**config.mk**
```make
export PLATFORM = sky130hd
export DESIGN_NAME = xor_stream_cipher
export DESIGN_NICKNAME = d
export VERILOG_FILES = /design/src/rtl/xor_stream_cipher.sv
export SDC_FILE = /design/constraint.sdc
export NUM_CORES = 1
export LEC_CHECK = 0
export BUFFER_PORTS_ARGS = -buffer_cell sky130_fd_sc_hd__buf_2
export CAP_MARGIN = 20
export CORE_ASPECT_RATIO = 0.5
export CORE_MARGIN = 3
export CORE_UTILIZATION = 30
export CTS_BUF_LIST = sky130_fd_sc_hd__clkbuf_8
export CTS_CLUSTER_DIAMETER = 100
export DETAILED_ROUTE_END_ITERATION = 10
export GPL_ROUTABILITY_DRIVEN = 0
export PLACE_DENSITY = 0.55
export SYNTH_ARGS = -nofsm -noshare
export SYNTH_HDL_FRONTEND = slang
export SYNTH_SLANG_ARGS = --single-unit
```
**constraint.sdc**
```tcl
create_clock -name clk -period 2.25 [get_ports clk]
set_input_delay 0.45 -clock clk [delete_from_list [all_inputs] [get_ports clk]]
set_output_delay 0.45 -clock clk [all_outputs]
set_load 0.02 [all_outputs]
```
**src/rtl/xor_stream_cipher.sv**
```systemverilog
`default_nettype none
// +----------------------------------------------------------------------------+
// | xor_stream_cipher                                                          |
// | Burst XOR cipher: static key, Galois-LFSR keystream or CFB, stream I/O.    |
// | Revision: 1.0                                                              |
// +----------------------------------------------------------------------------+
module xor_stream_cipher #(
    parameter int                DATA_W    = 32,
    parameter int                LEN_W     = 8,
    parameter logic [DATA_W-1:0] LFSR_POLY = 32'h8020_0003
) (
    input  logic              clk,
    input  logic              rst,
    input  logic              start,
    input  logic [1:0]        mode,
    input  logic              decrypt,
    input  logic [DATA_W-1:0] key_in,
    input  logic [LEN_W-1:0]  len,
    input  logic              in_valid,
    output logic              in_ready,
    input  logic [DATA_W-1:0] in_data,
    output logic              out_valid,
    input  logic              out_ready,
    output logic [DATA_W-1:0] out_data,
    output logic              out_last,
    output logic              busy,
    output logic              done,
    output logic              err
);

    typedef enum logic [1:0] {
        S_IDLE  = 2'd0,
        S_RUN   = 2'd1,
        S_DRAIN = 2'd2,
        S_DONE  = 2'd3
    } state_t;

    localparam logic [1:0] c_MODE_LFSR    = 2'd1;
    localparam logic [1:0] c_MODE_CFB     = 2'd2;
    localparam logic [1:0] c_MODE_ILLEGAL = 2'd3;

    state_t              r_state;
    state_t              w_state_nxt;
    logic [DATA_W-1:0]   r_key;
    logic [1:0]          r_mode;
    logic                r_decrypt;
    logic [LEN_W-1:0]    r_rem;
    logic                r_out_valid;
    logic [DATA_W-1:0]   r_out_data;
    logic                r_out_last;
    logic                r_err;

    logic                w_accept;
    logic                w_launch;
    logic [DATA_W-1:0]   w_cipher;
    logic [DATA_W-1:0]   w_key_nxt;

    assign in_ready  = (r_state == S_RUN) && (!r_out_valid || out_ready);
    assign w_accept  = in_valid && in_ready;
    assign w_launch  = (r_state == S_IDLE) && start && (mode != c_MODE_ILLEGAL);
    assign w_cipher  = in_data ^ r_key;

    assign out_valid = r_out_valid;
    assign out_data  = r_out_data;
    assign out_last  = r_out_last;
    assign busy      = (r_state != S_IDLE);
    assign done      = (r_state == S_DONE);
    assign err       = r_err;

    // In CFB the next key is always the ciphertext, whichever side of the XOR it is on.
    always_comb begin
        w_key_nxt = r_key;
        case (r_mode)
            c_MODE_LFSR: w_key_nxt = {1'b0, r_key[DATA_W-1:1]} ^ (r_key[0] ? LFSR_POLY : '0);
            c_MODE_CFB:  w_key_nxt = r_decrypt ? in_data : w_cipher;
            default:     w_key_nxt = r_key;
        endcase
    end

    always_comb begin
        w_state_nxt = r_state;
        case (r_state)
            S_IDLE: begin
                if (w_launch) begin
                    w_state_nxt = (len == '0) ? S_DONE : S_RUN;
                end
            end
            S_RUN: begin
                if (w_accept && (r_rem == LEN_W'(1))) begin
                    w_state_nxt = S_DRAIN;
                end
            end
            S_DRAIN: begin
                if (r_out_valid && out_ready) begin
                    w_state_nxt = S_DONE;
                end
            end
            S_DONE:  w_state_nxt = S_IDLE;
            default: w_state_nxt = S_IDLE;
        endcase
    end

    always_ff @(posedge clk) begin
        if (rst) begin
            r_state     <= S_IDLE;
            r_key       <= '0;
            r_mode      <= '0;
            r_decrypt   <= 1'b0;
            r_rem       <= '0;
            r_out_valid <= 1'b0;
            r_out_data  <= '0;
            r_out_last  <= 1'b0;
            r_err       <= 1'b0;
        end else begin
            r_state <= w_state_nxt;
            r_err   <= (r_state == S_IDLE) && start && (mode == c_MODE_ILLEGAL);

            if (w_launch && (len != '0)) begin
                r_key     <= key_in;
                r_mode    <= mode;
                r_decrypt <= decrypt;
                r_rem     <= len;
            end

            // A new word overwrites the register even while the old one drains.
            if (w_accept) begin
                r_out_data  <= w_cipher;
                r_out_valid <= 1'b1;
                r_out_last  <= (r_rem == LEN_W'(1));
                r_rem       <= (r_rem != '0) ? r_rem - LEN_W'(1) : r_rem;
                r_key       <= w_key_nxt;
            end else if (out_ready) begin
                r_out_valid <= 1'b0;
            end
        end
    end

endmodule
`default_nettype wire

```
Yosys cells after proc, flatten, opt, wreduce, memory -nomap -nowiden
Index checks and enable logic that the tools add are counted.

word-level totals
  flip-flop bits (word level) = 80
  output and inout port bits = 38

operators by class
  $add $sub $neg = 1
  equal/unequal tests = 13
  mux-type cells = 15
  bitwise operators = 2
  reduce and logical (&&, ||, !) cells = 20

operators by type and width
  cell                                                                      count
  32-bit 2-to-1 mux                                                         4
  32-bit one-hot mux with 2 select lines                                    1
  31-bit by 32-bit XOR with 32-bit output                                   1
  32-bit XOR                                                                1
  8-bit 2-to-1 mux                                                          3
  8-bit nonzero test                                                        2
  2-bit equality test (second input constant)                               4
  8-bit by 1-bit equality test with 1-bit output (second input constant)    1
  1-bit logical AND                                                         8
  8-bit zero test                                                           1
  2-bit 2-to-1 mux                                                          4
  2-bit one-hot mux with 4 select lines                                     1
  8-bit by 1-bit subtractor with 8-bit output (second input constant)       1
  2-bit inequality test (second input constant)                             3
  2-bit nonzero test                                                        3
  2-bit by 1-bit equality test with 1-bit output (second input constant)    2
  2-bit by 1-bit inequality test with 1-bit output (second input constant)  2
  2-bit AND reduction                                                       2
  3-bit by 1-bit inequality test with 1-bit output (second input constant)  1
  3-bit AND reduction                                                       1
  2-bit zero test                                                           1
  1-bit 2-to-1 mux                                                          2
  1-bit zero test                                                           1
  1-bit logical OR                                                          1

Depth between registers and ports, before layout
Gate-level depths: netlist of run 1.

  depth after elaboration = 7
  gate-level depth with buffers = 9

Least setup slack after synthesis of run 1
OpenSTA, ideal clock, no wires.

  kind = register to register
  start point = reg r_state[0]
  end point = reg r_key[2]
  data arrival time = 1.741 ns
  required time = 2.169 ns
  slack = 0.428 ns
  cell stages (with the launch flop) = 10
  path buffers = 2
  clock period less this slack = 1.822 ns
  cells stage by stage = dfxtp_1 -> inv_1 -> ha_1 -> nand2_1 -> a211oi_4 -> mux2_4 -> buf_6 -> buf_4 -> nor2_1 -> a211oi_2

on the way
  longest elaborated chain between the ends = 6
  elaborated cells on any way between the ends = 11

RTL lines
  element                                                                                   line  text
  start: declaration                                                                        42    state_t r_state;
  start signal: assignment                                                                  115   r_state <= w_state_nxt;
  branches (longest 6 deep; another with 3-bit by 1-bit inequality test with 1-bit output)  -
  end signal: assignment                                                                    119   r_key <= key_in;
  end signal: assignment                                                                    131   r_key <= w_key_nxt;
  end: declaration                                                                          44    logic [DATA_W-1:0] r_key;

Several ways; the timed one is not identified.
A chain may end at the register's enable or synchronous reset.

Worst setup path in the final report of run 1
  start point = reg r_state[0]
  end point = reg r_key[1]

Same word-level chain as after synthesis.

==> run metrics, run 1 <==
run status completed; post-synthesis register bit count 80; clock transition at the register clock pins on the worst setup and hold paths after CTS 0.08 ns; crit-path max FO 31; number of DRC markers after the initial detailed-route iteration 153; synthesized area per cell 8.57 sq um; antenna violations before repair 0; CTS tree built; DRC violations left 0; part of the cycle the worst path needs 0.876; proportion of synthesized chip area in sequential cells 0.338; synthesized net count 642; final clock skew 0.0141 ns; Overall Global Routing Usage 0.139; overall die area 17400 sq um; most common cell after layout, fill and taps aside buf_2; min Tclk post-route 1.97 ns; actual slew at the worst max-slew pin 0.514 ns; count of standard-cell rows 31; count of mapped cells out of synthesis 553; distinct cell type count after synthesis 42; Clock Tree Buf Depth 2; ANT cells 0; VDD IR max 336 uV; origin of the critical flop-to-flop path r_state[0]$_SDFFE_PP0P_; Slew HR 0.658; ys flop type dfxtp_1; max-cap violation count 0; net total in the final layout 737; startpoint-to-endpoint class of the critical path reg -> reg; CTS Root Buffer Type clkbuf_8; boundary pin count 118; Min-Delay Startpoint decrypt; Area Growth Syn to Fin 21.0%; total of warnings raised by yosys 0; Initial Utilization 0.317; number of iterations in the first detailed-routing pass 4; Critical Path Sink Type flip-flop; I/O Buffers 117; Hold-fix buffers, CTS 0; PostCTS Resize Cnt 0; data arrival time at the worst-slack endpoint 2.25 ns; critical path data required time 2.53 ns; die height 94.9 microns; power per cell area 1010 nW/um^2; highest routed metal layer met4; CTS H-tree lvls 3; Setup-failing EPs final 0; most frequent cells in the layout buf_2, nor2_1, dfxtp_1; fill cell instance count of the final layout 1546; wire length of the first global-routing pass 19.7 mm; setup repair bufs after CTS 0; Inserted Clock Buffers 9; clock sink count 80; met2 layer wire length in the routed design 5.66 mm; maximum number of pins on one net before global-route repair 69; HPWL after detailed placement 8.45 mm; critical path startpoint r_state[0]$_SDFFE_PP0P_; routed length on met3 556 microns; DRT antenna net count 0; post-route setup TNS 0 ns; post-layout util 0.384; highest attainable clock frequency 507 MHz; via count of the first global-routing pass 3943; DR WL/cell 14.1 microns; grt total ovfl 0; share of cells above drive strength 1 0.292; Final Slew Violations 0; Die X-Extent 184 microns; via/cell ratio 4.84; worst-skew pair later-pin latency 0.36 ns; RSZ-0062 raised after global routing false; core box area 14900 sq um; number of hold-slack violations in the final timing report 0; fraction of registers with async set or reset after synthesis 0; total routed wire length on the met1 layer 5.71 mm; startpoint types flip-flop; leakage power 0.00213 uW; Routed WL 12.0 mm; cell area after synthesis 4740 sq um; number of flops mapped to enable cells by yosys 0; total via count in the routed design 4115; Hold/Removal Path Class in -> reg; worst hold margin 0.351 ns
==> critical path: stages (launching register included) <==
cell and delay [ns]:
dfxtp_1 0.33, inv_1 0.12, ha_1 0.20, nand2_1 0.12, a211oi_4 0.31, mux2_4 0.32
buf_12 0.22, nor2_1 0.07, a211oi_2 0.18
==> final cells by class <==
type	instances	area, sq um	share of cell area
clock buffers	10	138	0.0240
multi-input cells	421	2900	0.506
inverters	9	33.8	0.00589
well taps	198	248	0.0432
repair buffers	127	751	0.131
clock inverters	6	60.1	0.0105
flip-flops and latches	80	1600	0.279
==> Yosys cell counts, drive strengths merged (4+ instances only) <==
library cell	number	share of area
a211oi	97	0.19
a21oi	42	0.044
and2	6	0.0079
buf	15	0.024
clkbuf	28	0.022
dfxtp	80	0.34
ha	9	0.024
inv	9	0.0071
nand2	11	0.0087
nand2b	4	0.0053
nand3	7	0.0074
nor2	106	0.089
nor2b	32	0.042
nor3	4	0.0042
o211ai	4	0.0063
o21ai	7	0.0074
xnor2	65	0.12
==> per-layer routing <==
layer,GRT usage,vias up
met5,0,-
met4,0.0295,0
met3,0.0366,7
met2,0.236,71
met1,0.180,1900
li1,-,2137
==> power breakdown <==
group,internal [uW],switching [uW]
clock,538,565
sequential,1750,297
combinational,1140,1490
total,3430,2360
==> cell families after synthesis <==
group / count (synthesis) / share of synthesized area
XOR/XNOR: 67 / 0.124
flip-flops: 80 / 0.338
AND/OR/NAND/NOR: 179 / 0.185
adder cells (fa/ha/maj): 9 / 0.0238
AO/OA/AOI/OAI: 162 / 0.267
multiplexers: 4 / 0.00977
buffers and inverters: 52 / 0.0528
==> sequential cells by signal, summed over array words and instances, names as in the netlist <==
signal and cells:
r_rem 8, out_last 1, r_mode 2, r_state 2
r_decrypt 1, out_valid 1, err 1, out_data 32
r_key 32
==> worst paths after layout <==
path	end	slack, ns	cells after the start
worst min-delay path	r_decrypt$_SDFFE_PP0P_	0.35	3
worst min register to register	out_last$_SDFFE_PP0N_	0.47	2
worst max-delay path	r_key[1]$_SDFFE_PP0P_	0.28	8
worst max register to register	r_key[1]$_SDFFE_PP0P_	0.28	8
==> through the flow <==
step / std cells / setup slack, ns / instance area, sq um / total power, uW
4_1_cts: 851 / 0.281 / 5730 / 5860
2_1_floorplan: 553 / 0.428 / 4740 / 4100
6_report: 851 / 0.279 / 5730 / 5790
3_3_place_gp: 835 / 0.277 / 5540 / 4700
5_1_grt: 851 / 0.120 / 5730 / 6260
3_5_place_dp: 835 / 0.286 / 5540 / 4740
Note: power is estimated with default switching activity, not from simulation.
==> inputs of run 2 (changes only) <==
Settings changed: CTS_BUF_LIST sky130_fd_sc_hd__clkbuf_8 to not set.
==> run 2 against run 1 <==
  * Cell count unchanged
  * Non-clock buffer count unchanged
  * Clock skew decreased by 0.0048 ns
  * Total power increased by 7.0%
  * Wire length increased by 1.1%
  * Critical path depth unchanged
  * Largest cell class unchanged
  * Largest power group unchanged
==> run metrics, run 2 (synthesis gave the netlist of run 1 again) <==
run status completed (unchanged); overall die area 17400 sq um (unchanged); count of standard-cell rows 31 (unchanged); total internal power 3790 uW (was 3430 uW); max-cap violation count 0 (unchanged); proportion of total power due to net switching 0.389 (was 0.407); startpoint types flip-flop (unchanged); area occupied by multi-input gates 2900 sq um (unchanged); critical path data required time 2.50 ns (was 2.53 ns); setup slack of the critical path after layout 0.289 ns (was 0.279 ns); data arrival time at the worst-slack endpoint 2.22 ns (was 2.25 ns); Critical Path Sink Type flip-flop (unchanged); core box area 14900 sq um (unchanged); total via count in the routed design 4097 (was 4115); clock sink count 80 (unchanged); crit-path max FO 31 (unchanged); kind of cell adding the most delay to the critical path compound AO/OA/AOI/OAI gates (unchanged); Hold-fix buffers, CTS 0 (unchanged); boundary pin count 118 (unchanged); share of cells above drive strength 1 0.292 (unchanged); share of power burned in combinational logic 0.427 (was 0.456); wire length of the first global-routing pass 19.9 mm (was 19.7 mm); register area 1600 sq um (unchanged); number of DRC markers after the initial detailed-route iteration 151 (was 153); Area Growth Syn to Fin 23.2% (was 21.0%); post-place setup slack 0.286 ns (unchanged); Slew HR 0.656 (was 0.658); most frequent cells in the layout buf_2, nor2_1, dfxtp_1 (unchanged); combined buffer and inverter count along the critical path 2 (unchanged); highest attainable clock frequency 510 MHz (was 507 MHz); setup repair bufs after CTS 0 (unchanged); net total in the final layout 737 (unchanged); origin of the critical flop-to-flop path r_state[0]$_SDFFE_PP0P_ (unchanged); DRT antenna net count 0 (unchanged); Routed WL 12.2 mm (was 12.0 mm); crit path cell chain inv_1 > ha_1 > nand2_1 > a211oi_4 > mux2_4 > buf_12 > nor2_1 > a211oi_2 (unchanged); fill cell instance count of the final layout 1529 (was 1546); Hold/Removal Path Class in -> reg (unchanged); Min-Delay Startpoint decrypt (unchanged); number of hold-slack violations in the final timing report 0 (unchanged); CTS H-tree lvls 3 (unchanged); Area after DPL 5540 sq um (unchanged); antenna violations before repair 0 (unchanged); Die X-Extent 184 microns (unchanged); clock transition at the register clock pins on the worst setup and hold paths after CTS 0.06 ns (was 0.08 ns); CTS Root Buffer Type clkbuf_16 (was clkbuf_8); DRC violations left 0 (unchanged); post-layout util 0.391 (was 0.384); die height 94.9 microns (unchanged); via count of the first global-routing pass 3948 (was 3943); VDD IR max 533 uV (was 336 uV); maximum number of pins on one net before global-route repair 69 (unchanged); DR WL/cell 14.3 microns (was 14.1 microns); I/O Buffers 117 (unchanged); worst-skew pair later-pin latency 0.34 ns (was 0.36 ns); leakage power 0.00217 uW (was 0.00213 uW); slowest CP cell dfxtp_1 (unchanged); P_sw 2410 uW (was 2360 uW); min Tclk post-route 1.96 ns (was 1.97 ns); CTS tree built (unchanged); final clock skew 0.00926 ns (was 0.0141 ns); actual slew at the worst max-slew pin 0.515 ns (was 0.514 ns); critical path startpoint r_state[0]$_SDFFE_PP0P_ (unchanged); most common cell after layout, fill and taps aside buf_2 (unchanged); power per cell area 1060 nW/um^2 (was 1010 nW/um^2); part of the cycle the worst path needs 0.871 (was 0.876); RSZ-0062 raised after global routing false (unchanged); PostCTS Resize Cnt 0 (unchanged); Setup-failing EPs final 0 (unchanged); Final Slew Violations 0 (unchanged); HPWL after detailed placement 8.45 mm (unchanged); clock network fraction of design power 0.242 (was 0.191); startpoint-to-endpoint class of the critical path reg -> reg (unchanged); via/cell ratio 4.81 (was 4.84); Overall Global Routing Usage 0.141 (was 0.139); ANT cells 0 (unchanged); number of iterations in the first detailed-routing pass 4 (unchanged); grt total ovfl 0 (unchanged); Pwr Total 6190 uW (was 5790 uW); post-route setup TNS 0 ns (unchanged); Clock Tree Buf Depth 2 (unchanged); Flop pwr share 0.331 (was 0.353); max incr delay on CP 0.32 ns (was 0.33 ns); fin area 5840 sq um (was 5730 sq um); Initial Utilization 0.317 (unchanged); Inserted Clock Buffers 9 (unchanged)
[run 2: cell types whose count changed in the layout (fill, tap and decap cells not counted)]
cell | before | now
clkbuf_8 | 10 | 1
clkbuf_1 | 0 | 1
inv_1 | 10 | 9
clkbuf_16 | 0 | 9
[run 2: through the flow]
step                      hold slack (ns)  cells
after floorplan                     0.465    553
after global placement              0.451    835
after detailed placement            0.458    835
after CTS                           0.359    851
after global routing                0.365    851
final                               0.368    851
[run 2: power by group through the flow]
stage | Sequential, uW | Combinational [uW] | Clock, uW
final | 2050 | 2640 | 1500
after global routing | 2100 | 2960 | 1610
after CTS | 2050 | 2680 | 1550
after detailed placement | 2080 | 2660 | 0
after global placement | 2070 | 2630 | 0
after floorplan | 2170 | 1930 | 0
[run 2: routing by layer]
layer | vias up | share of wire | track usage
met5 | - | 0 | 0
met4 | 0 | 0.013 | 0.0352
met3 | 10 | 0.044 | 0.0396
met2 | 66 | 0.47 | 0.238
met1 | 1888 | 0.47 | 0.180
li1 | 2133 | - | -
[run 2: worst paths after layout]
kind,end,slack [ns],cells after the start
max reg2reg,r_key[27]$_SDFFE_PP0P_,0.29,8
max,r_key[27]$_SDFFE_PP0P_,0.29,8
min reg2reg,out_last$_SDFFE_PP0N_,0.47,2
min,r_decrypt$_SDFFE_PP0P_,0.37,3
[run 2: final cells by class]
type | instances | area share
multi-input combinational | 421 | 0.497
timing repair buffer | 127 | 0.129
clock inverter | 5 | 0.00965
clock buffer | 11 | 0.0416
sequential | 80 | 0.274
tap | 198 | 0.0425
inverter | 9 | 0.00579
[run 2: worst min-delay path, stage by stage]
cell,delay [ns]
buf_2,0.08
mux2i_1,0.06
nor2_1,0.08
==> inputs of run 3 (changes only) <==
--- a/config.mk
+++ b/config.mk
@@ -8,5 +8,5 @@
 export BUFFER_PORTS_ARGS = -buffer_cell sky130_fd_sc_hd__buf_2
 export CAP_MARGIN = 20
-export CORE_ASPECT_RATIO = 0.5
+export CORE_ASPECT_RATIO = 0.75
 export CORE_MARGIN = 3
 export CORE_UTILIZATION = 30
==> constraint.sdc (replaced) <==
create_clock -name clk -period 2.25 [get_ports clk]
set_input_delay 0.1125 -clock clk [delete_from_list [all_inputs] [get_ports clk]]
set_output_delay 0.1125 -clock clk [all_outputs]
set_load 0.02 [all_outputs]
==> run 3 against run 2 <==
  * Utilization down 0.98 points
  * Fmax down 0.42%
  * Design area about the same
  * Wire length up 2.9%
  * First-iteration DRC count up 35%
  * Clock power about the same
  * Non-clock buffer count up 3
  * Register-to-register slack about the same
  * Die area down 0.43%
  * Cell count up 1.1%
  * Count of clock-buffer cells in the layout unchanged
  * Combinational power about the same
  * Critical path type unchanged
  * Largest cell class unchanged
==> run metrics, run 3 (synthesis gave the netlist of run 1 again) <==
clock network fraction of design power 0.244 (was 0.242); CTS H-tree lvls 3 (unchanged); clock sink count 80 (unchanged); area occupied by multi-input gates 2900 sq um (about the same); Final Slew Violations 0 (unchanged); critical path data required time 2.48 ns (was 2.50 ns); min Tclk post-route 1.97 ns (was 1.96 ns); I/O Buffers 117 (unchanged); most frequent cells in the layout buf_2, nor2_1, dfxtp_1 (unchanged); DRT antenna net count 0 (unchanged); max incr delay on CP 0.33 ns (was 0.32 ns); via count of the first global-routing pass 3992 (was 3948); number of iterations in the first detailed-routing pass 4 (unchanged); die height 115 microns (was 94.9 microns); startpoint types flip-flop (unchanged); startpoint-to-endpoint class of the critical path reg -> reg (unchanged); Inserted Clock Buffers 9 (unchanged); setup repair bufs after CTS 0 (unchanged); final clock skew 0.00411 ns (was 0.00926 ns); number of DRC markers after the initial detailed-route iteration 204 (was 151); PostCTS Resize Cnt 0 (unchanged); Reg2Reg Depth 8 (unchanged); Hold-fix buffers, CTS 0 (unchanged); worst hold margin 0.0521 ns (was 0.368 ns); Slew HR 0.652 (was 0.656); HPWL after detailed placement 9.02 mm (was 8.45 mm); core box area 15300 sq um (was 14900 sq um); slowest CP cell dfxtp_1 (unchanged); endpoint of the worst register-to-register path r_rem[0]$_SDFFE_PP0P_ (was r_key[27]$_SDFFE_PP0P_); max-cap violation count 0 (unchanged); power per cell area 1070 nW/um^2 (was 1060 nW/um^2); reg2reg setup slack 0.28 ns (was 0.29 ns); via/cell ratio 4.84 (was 4.81); share of power burned in combinational logic 0.426 (was 0.427); overall die area 17400 sq um (about the same); part of the cycle the worst path needs 0.875 (was 0.871); share of cells above drive strength 1 0.293 (was 0.292); total via count in the routed design 4159 (was 4097); grt total ovfl 0 (unchanged); crit-path max FO 9 (was 31); CTS Root Buffer Type clkbuf_16 (unchanged); proportion of total power due to net switching 0.382 (was 0.389); Min-Delay Startpoint decrypt (unchanged); Initial Utilization 0.309 (was 0.317); wire length of the first global-routing pass 20.0 mm (was 19.9 mm); actual slew at the worst max-slew pin 0.518 ns (was 0.515 ns); Worst Hold Endpoint r_decrypt$_SDFFE_PP0P_ (unchanged); post-route setup TNS 0 ns (unchanged); boundary pin count 118 (unchanged); RSZ-0062 raised after global routing false (unchanged); count of standard-cell rows 39 (was 31); Hold Path Cell Cnt 3 (unchanged); highest attainable clock frequency 508 MHz (was 510 MHz); CTS tree built (unchanged); register area 1600 sq um (unchanged); clock transition at the register clock pins on the worst setup and hold paths after CTS 0.06 ns (about the same); Critical Path Sink Type flip-flop (unchanged); maximum number of pins on one net before global-route repair 44 (was 69); Die X-Extent 151 microns (was 184 microns); Clock Tree Buf Depth 2 (unchanged); Overall Global Routing Usage 0.143 (was 0.141); DR WL/cell 14.5 microns (was 14.3 microns); P_sw 2380 uW (was 2410 uW); most common cell after layout, fill and taps aside buf_2 (unchanged); data arrival time at the worst-slack endpoint 2.20 ns (was 2.22 ns); ANT cells 0 (unchanged); leakage power 0.00218 uW (was 0.00217 uW); DRC violations left 0 (unchanged); origin of the critical flop-to-flop path r_state[0]$_SDFFE_PP0P_ (unchanged); Routed WL 12.5 mm (was 12.2 mm); crit path cell chain inv_1 > ha_1 > nand2_1 > a211oi_4 > buf_4 > mux2_2 > o21ai_0 > a221oi_1 (was inv_1 > ha_1 > nand2_1 > a211oi_4 > mux2_4 > buf_12 > nor2_1 > a211oi_2); worst-skew pair later-pin latency 0.33 ns (was 0.34 ns); Area Growth Syn to Fin 23.2% (about the same); run status completed (unchanged); number of hold-slack violations in the final timing report 0 (unchanged); VDD IR max 388 uV (was 533 uV); total internal power 3850 uW (was 3790 uW); antenna violations before repair 1 (was 0); net total in the final layout 740 (was 737); Setup-failing EPs final 0 (unchanged); Flop pwr share 0.330 (was 0.331); Hold/Removal Path Class in -> reg (unchanged); fill cell instance count of the final layout 1574 (was 1529)
run 3: power groups by stage:
stage	logic (uW)	clock network, uW	registers, uW
finish	2650	1520	2060
detailed placement	2670	0	2080
CTS	2680	1570	2060
floorplan	1930	0	2170
global route	2960	1650	2110
global placement	2610	0	2070
run 3: cell type report:
cell class	instances	share of cell area
Sequential cell	80	0.274
Timing Repair Buffer	130	0.128
Tap cell	205	0.0439
Clock inverter	4	0.0120
Multi-Input combinational cell	421	0.496
Clock buffer	11	0.0399
Inverter	9	0.00579
run 3: worst max path at each step:
| stage | from | endpoint | slack (ns) |
|---|---|---|---|
| after detailed placement | r_state[0]$_SDFFE_PP0P_ | r_rem[0]$_SDFFE_PP0P_ | 0.29 |
| after floorplan | r_state[0]$_SDFFE_PP0P_ | r_key[2]$_SDFFE_PP0P_ | 0.43 |
| after global routing | r_state[0]$_SDFFE_PP0P_ | r_key[19]$_SDFFE_PP0P_ | 0.16 |
| after global placement | r_state[0]$_SDFFE_PP0P_ | r_rem[0]$_SDFFE_PP0P_ | 0.39 |
| final | r_state[0]$_SDFFE_PP0P_ | r_rem[0]$_SDFFE_PP0P_ | 0.28 |
| after CTS | r_state[0]$_SDFFE_PP0P_ | r_rem[0]$_SDFFE_PP0P_ | 0.27 |
run 3: worst max-delay path, delay by kind of cell, from the launching register on:
family	cells	cell delay (ns)
flip-flops	1	0.33
AND/OR/NAND/NOR	1	0.11
AO/OA/AOI/OAI	3	0.65
adder cells (fa/ha/maj)	1	0.20
buffers and inverters	2	0.31
multiplexers	1	0.27
run 3: layer usage:
layer	part of all wire	wire length [microns]	up-vias	track usage
met4	0.0084	105	2	0.0284
met5	0.00056	7	-	0
met3	0.070	880	13	0.0457
met2	0.44	5510	99	0.224
met1	0.48	6000	1912	0.195
li1	-	-	2133	-
run 3: stage by stage:
stage,worst slack (ns),instance area [sq um],total power (uW),std cells,util
global route,0.160,5840,6710,860,0.381
global placement,0.392,5540,4680,845,0.361
detailed placement,0.293,5540,4750,845,0.361
floorplan,0.428,4740,4100,553,-
finish,0.281,5840,6230,860,0.381
CTS,0.270,5840,6310,860,0.381
